`config.mk`:
```
export PLATFORM = sky130hd
export DESIGN_NAME = serial_tx
export DESIGN_NICKNAME = d
export VERILOG_FILES = /design/src/rtl/serial_tx_pkg.sv /design/src/rtl/serial_tx_shreg.sv /design/src/rtl/serial_tx.sv
export SDC_FILE = /design/constraint.sdc
export NUM_CORES = 1
export LEC_CHECK = 0
export ABC_AREA = 0
export CAP_MARGIN = 20
export CELL_PAD_IN_SITES_DETAIL_PLACEMENT = 1
export CELL_PAD_IN_SITES_GLOBAL_PLACEMENT = 2
export CORE_UTILIZATION = 30
export CTS_CLUSTER_SIZE = 10
export DETAILED_ROUTE_END_ITERATION = 6
export PLACE_DENSITY = 0.79
export RECOVER_POWER = 50
export SLEW_MARGIN = 20
export SYNTH_ARGS = -nofsm -noshare
export SYNTH_HDL_FRONTEND = slang
export SYNTH_SLANG_ARGS = --single-unit
```
`constraint.sdc`:
```
create_clock -name clk -period 2.05 [get_ports clk]
set_input_delay 0.41 -clock clk [delete_from_list [all_inputs] [get_ports clk]]
set_output_delay 0.41 -clock clk [all_outputs]
set_load 0.1 [all_outputs]
```
`src/rtl/serial_tx_pkg.sv`:
```
// serial_tx_pkg: shared types and sizing helpers for the serial transmitter.
// Optional parity framing is selected by the SERIAL_TX_PARITY_EN macro.
package serial_tx_pkg;

  // Frame sequencer states; PARITY is reachable only in parity builds.
  typedef enum logic [1:0] {
    IDLE   = 2'd0,
    SHIFT  = 2'd1,
    PARITY = 2'd2
  } tx_state_t;

  // Smallest supported word width.
  localparam int unsigned TX_MIN_WIDTH = 2;

  // Bit-counter width for a given word width (counter spans 0..width-1).
  function automatic int unsigned tx_cnt_width(input int unsigned width);
    return $clog2(width);
  endfunction

endpackage

```
`src/rtl/serial_tx_shreg.sv`:
```
// serial_tx_shreg: WIDTH-bit shift register feeding the serial line.
// The head bit is a flop output and drives sd_o directly; vacated positions
// take fill_i so the register drains to zero by the end of a frame (and can
// carry the parity bit into the head position in SERIAL_TX_PARITY_EN builds).
module serial_tx_shreg #(
  parameter int unsigned WIDTH     = 8,
  parameter bit          MSB_FIRST = 1'b1
) (
  input  logic             clk,
  input  logic             rst,
  input  logic             load_i,
  input  logic             shift_i,
  input  logic [WIDTH-1:0] data_i,
  input  logic             fill_i,
  output logic             head_o
);

  logic [WIDTH-1:0] sr_q;
  logic [WIDTH-1:0] sr_d;

  // Load has priority over shift; direction picks which end leaves first.
  always_comb begin
    sr_d = sr_q;
    if (load_i) begin
      sr_d = data_i;
    end else if (shift_i) begin
      if (MSB_FIRST) begin
        sr_d = {sr_q[WIDTH-2:0], fill_i};
      end else begin
        sr_d = {fill_i, sr_q[WIDTH-1:1]};
      end
    end
  end

  // Shift register storage with synchronous clear.
  always_ff @(posedge clk) begin
    if (rst) begin
      sr_q <= '0;
    end else begin
      sr_q <= sr_d;
    end
  end

  assign head_o = MSB_FIRST ? sr_q[WIDTH-1] : sr_q[0];

endmodule

```
`src/rtl/serial_tx.sv`:
```
// serial_tx: parallel-to-serial transmitter with valid/ready word intake,
// registered serial data, frame-valid strobe and last-bit marker.
// Define SERIAL_TX_PARITY_EN to append an even-parity bit to every frame.
module serial_tx
  import serial_tx_pkg::*;
#(
  parameter int unsigned WIDTH     = 8,
  parameter bit          MSB_FIRST = 1'b1
) (
  input  logic             clk,
  input  logic             rst,
  input  logic [WIDTH-1:0] data_i,
  input  logic             valid_i,
  output logic             ready_o,
  output logic             sd_o,
  output logic             sv_o,
  output logic             last_o,
  output logic             busy_o
);

  localparam int unsigned      CNT_W    = tx_cnt_width(WIDTH);
  localparam logic [CNT_W-1:0] CNT_LAST = CNT_W'(WIDTH - 1);

  tx_state_t        state_q, state_d;
  logic [CNT_W-1:0] cnt_q, cnt_d;
  logic             sv_q, sv_d;
  logic             last_q, last_d;
  logic             accept;
  logic             load;
  logic             shift;
  logic             fill;
  logic             head;

`ifdef SERIAL_TX_PARITY_EN
  logic parity_q, parity_d;

  // Parity is captured with the word so later data_i changes cannot affect it.
  always_comb begin
    parity_d = parity_q;
    if (accept) begin
      parity_d = ^data_i;
    end
  end

  // Parity bit storage.
  always_ff @(posedge clk) begin
    if (rst) begin
      parity_q <= 1'b0;
    end else begin
      parity_q <= parity_d;
    end
  end

  // Parity is fed in on the first shift so it reaches the head exactly after
  // the last data bit; all later fills are zero so the register drains clean.
  assign fill = (state_q == SHIFT && cnt_q == '0) ? parity_q : 1'b0;
`else
  assign fill = 1'b0;
`endif

  // Ready comes only from registers: idle, or showing the frame's final bit.
  assign ready_o = (state_q == IDLE) || last_q;
  assign accept  = valid_i && ready_o;

  // Next-state, counter and strobe decode; an accept always restarts a frame.
  always_comb begin
    state_d = state_q;
    cnt_d   = cnt_q;
    sv_d    = 1'b0;
    last_d  = 1'b0;
    load    = 1'b0;
    shift   = 1'b0;
    if (accept) begin
      load    = 1'b1;
      cnt_d   = '0;
      state_d = SHIFT;
      sv_d    = 1'b1;
    end else begin
      case (state_q)
        IDLE: begin
          state_d = IDLE;
        end
        SHIFT: begin
          shift = 1'b1;
          if (cnt_q == CNT_LAST) begin
            cnt_d = '0;
`ifdef SERIAL_TX_PARITY_EN
            state_d = PARITY;
            sv_d    = 1'b1;
            last_d  = 1'b1;
`else
            state_d = IDLE;
`endif
          end else begin
            cnt_d = cnt_q + CNT_W'(1);
            sv_d  = 1'b1;
`ifndef SERIAL_TX_PARITY_EN
            last_d = ((cnt_q + CNT_W'(1)) == CNT_LAST);
`endif
          end
        end
`ifdef SERIAL_TX_PARITY_EN
        PARITY: begin
          shift   = 1'b1;
          state_d = IDLE;
        end
`endif
        default: begin
          state_d = IDLE;
        end
      endcase
    end
  end

  // Sequencer and output strobe registers; reset wins over a same-edge accept.
  always_ff @(posedge clk) begin
    if (rst) begin
      state_q <= IDLE;
      cnt_q   <= '0;
      sv_q    <= 1'b0;
      last_q  <= 1'b0;
    end else begin
      state_q <= state_d;
      cnt_q   <= cnt_d;
      sv_q    <= sv_d;
      last_q  <= last_d;
    end
  end

  serial_tx_shreg #(
    .WIDTH    (WIDTH),
    .MSB_FIRST(MSB_FIRST)
  ) u_shreg (
    .clk    (clk),
    .rst    (rst),
    .load_i (load),
    .shift_i(shift),
    .data_i (data_i),
    .fill_i (fill),
    .head_o (head)
  );

  assign sd_o   = head;
  assign sv_o   = sv_q;
  assign last_o = last_q;
  assign busy_o = (state_q != IDLE);

endmodule

```
==> results <==
[metrics by stage]
step                hold WS (ns)  instances
finish                     0.498        114
global route               0.525        114
CTS                        0.502        114
detailed placement         0.480        110
global placement           0.480        110
floorplan                  0.455         73
[critical path: cells and delay by family (launching register included)]
family | cells | cell delay, ns
and+or+nand+nor | 1 | 0.33
DFF | 1 | 0.46
buffers and inverters | 2 | 0.31
[flip-flops by register name, indices dropped and copies added (netlist names)]
name,cells
state_q,1
sv_o,1
u_shreg.sr_q,8
cnt_q,3
last_o,1
[worst paths after layout]
path	startpoint	endpoint	slack, ns	depth (start not counted)
max	state_q[0]	ready_o	0.26	3
min	u_shreg.sr_q[0]	u_shreg.sr_q[0]	0.50	2
max reg2reg	state_q[0]	cnt_q[1]	0.53	4
min reg2reg	u_shreg.sr_q[0]	u_shreg.sr_q[0]	0.50	2
[cell type report]
class / count / area share (%)
Clock buffer: 4 / 4.23
Inverter: 2 / 1.17
Multi-Input combinational cell: 50 / 39.9
Sequential cell: 14 / 32.8
Tap cell: 28 / 4.08
Timing Repair Buffer: 16 / 17.8
[metal layers]
metal / wire [um] / global-route usage (%) / vias up / part of all wire [%]
li1: - / - / 291 / -
met1: 747 / 18.0 / 274 / 50
met3: 63 / 4.63 / 0 / 4.2
met5: 0 / 0 / - / 0
met2: 691 / 20.9 / 15 / 46
met4: 0 / 4.29 / 0 / 0
[power by group through the flow]
stage	registers (uW)	logic [uW]	clock network, uW
after detailed placement	315	170	0
after global routing	312	178	228
after global placement	315	169	0
after CTS	308	171	211
final	308	165	199
after floorplan	346	97.2	0
[cells in the mapped netlist]
library cell  instances  area (um2)
inv_1                 1        3.75
a2111oi_2             1        15.0
a211oi_1              7        52.6
buf_6                 2        22.5
buf_8                 1        15.0
nor2b_4               1        13.8
ha_1                  3        37.5
dfxtp_1              14         280
nor2_2                1        6.26
or2_2                 1        6.26
nor2b_1               1        6.26
nand4b_1              1        8.76
buf_2                 1        5.00
inv_4                 1        6.26
nor4_1                7        43.8
nor3_1                3        15.0
nor2_1               12        45.0
a32oi_1               1        8.76
a21oi_1               1        5.00
clkbuf_1              2        7.51
nor3b_1               7        52.6
mux2i_1               2        20.0
clkbuf_2              1        5.00
and2_4                1        8.76
[logic make-up (layout without fill, tap and decap cells)]
kind of cell             count (synthesis)  in the layout  synth area share [%]
AND/OR/NAND/NOR                         35             35                  29.9
flip-flops                              14             14                  40.6
AO/OA/AOI/OAI                           10             10                  11.8
buffers and inverters                    9             22                  9.42
adder cells (fa/ha/maj)                  3              3                  5.44
multiplexers                             2              2                  2.90
==> reports/qor.yml <==
cp.arrival_ns: 1.38
finalSetupTns_ns: 0
diodes: 0
cap_violations: 0
critPathLaunchType: "flop"
initial_core_util_pct: 31.5
status: "complete, no violations"
switching_share_pct: 31.4
post_cts_buffers: 0
design.die.area_um2: 2500
slew_headroom_pct: 64.1
nets: 101
clkPwrFrac_pct: 29.6
rsz0062_at_grt: "no"
seqPwrFrac_pct: 45.8
area_growth_pct: 24.3
cts_buffers: 3
die_w_um: 50.0
die_y_um: 50.0
fill_cells: 256
multi_input_area_um2: 343
setup_viol: 0
ant_nets: 0
cts_hold_buf: 0
worst_hold_path_type: "flop to flop"
io_buffers: 15
p_int_uw: 462
clockBufferDepth: 2
htree_levels: 1
place_ws_ns: 0.431
clock-sinks: 14
worst_slack_ns: 0.263
rows: 17
dpl_cell_area_um2: 830
synthCells: 73
netlist_area_um2: 691
routed-via-count: 580
p_switching_uw: 211
fmax_ghz: 0.560
synthDistinctLibCells: 24
insertion_delay_ns: 0.28
register_area_um2: 282
cts_resized: 0
synth-seq-area-share_pct: 40.6
cts_root_buf: "clkbuf_4"
tightest_slew_ns: 0.541
syn_nets: 87
min_period_over_period_pct: 87.2
required_ns: 1.64
power_density_nw_per_um2: 784
wl_per_cell_um: 13.2
drive_gt1_share_pct: 18.6
path_class: "flop to output port"
clock-skew-final_ns: 0.00186
via_per_inst: 5.09
p_leak_uw: 0.000325
min_period_ns: 1.79
avgSynthCellArea_um2: 9.46
cts_tree: "built"
core_area_um2: 2190
grt_overflow: 0
first_pass_iters: 4
wirelength_um: 1500
grt_pass1_vias: 538
crit_chain: "nor2b_4 > inv_4 > buf_12"
critPathMaxFanout: 11
antenna_found_initial: 0
final_common_cell: "dfxtp_1"
yosysWarnings: 0
grt_max_degree: 18
finalHoldViolCount: 0
route.detailed.drc: 0
max_stage_delay_ns: 0.46
ir_drop_mv: 0.405
final_area_um2: 858
grt_pass1_wl_um: 2560
clkTransAtPathRegs_ns: 0.08
grt.total_usage_pct: 13.7
ys_ff_latch: 14
final_core_util_pct: 39.2
dp_hpwl_um: 1080
power_uw: 673
pin_count: 16
endpoint_kind: "output port"
pwr-share-comb_pct: 24.5
initialDrtViolationCount: 12
gp_congestion: 0.628
maxSlewViolCount: 0
critPathSlowestCell: "dfxtp_2"
final_cell_mix: "dfxtp_1 (13), nor2_1 (12), clkdlybuf4s50_1 (10)"
(Power assumes the default switching activity.)
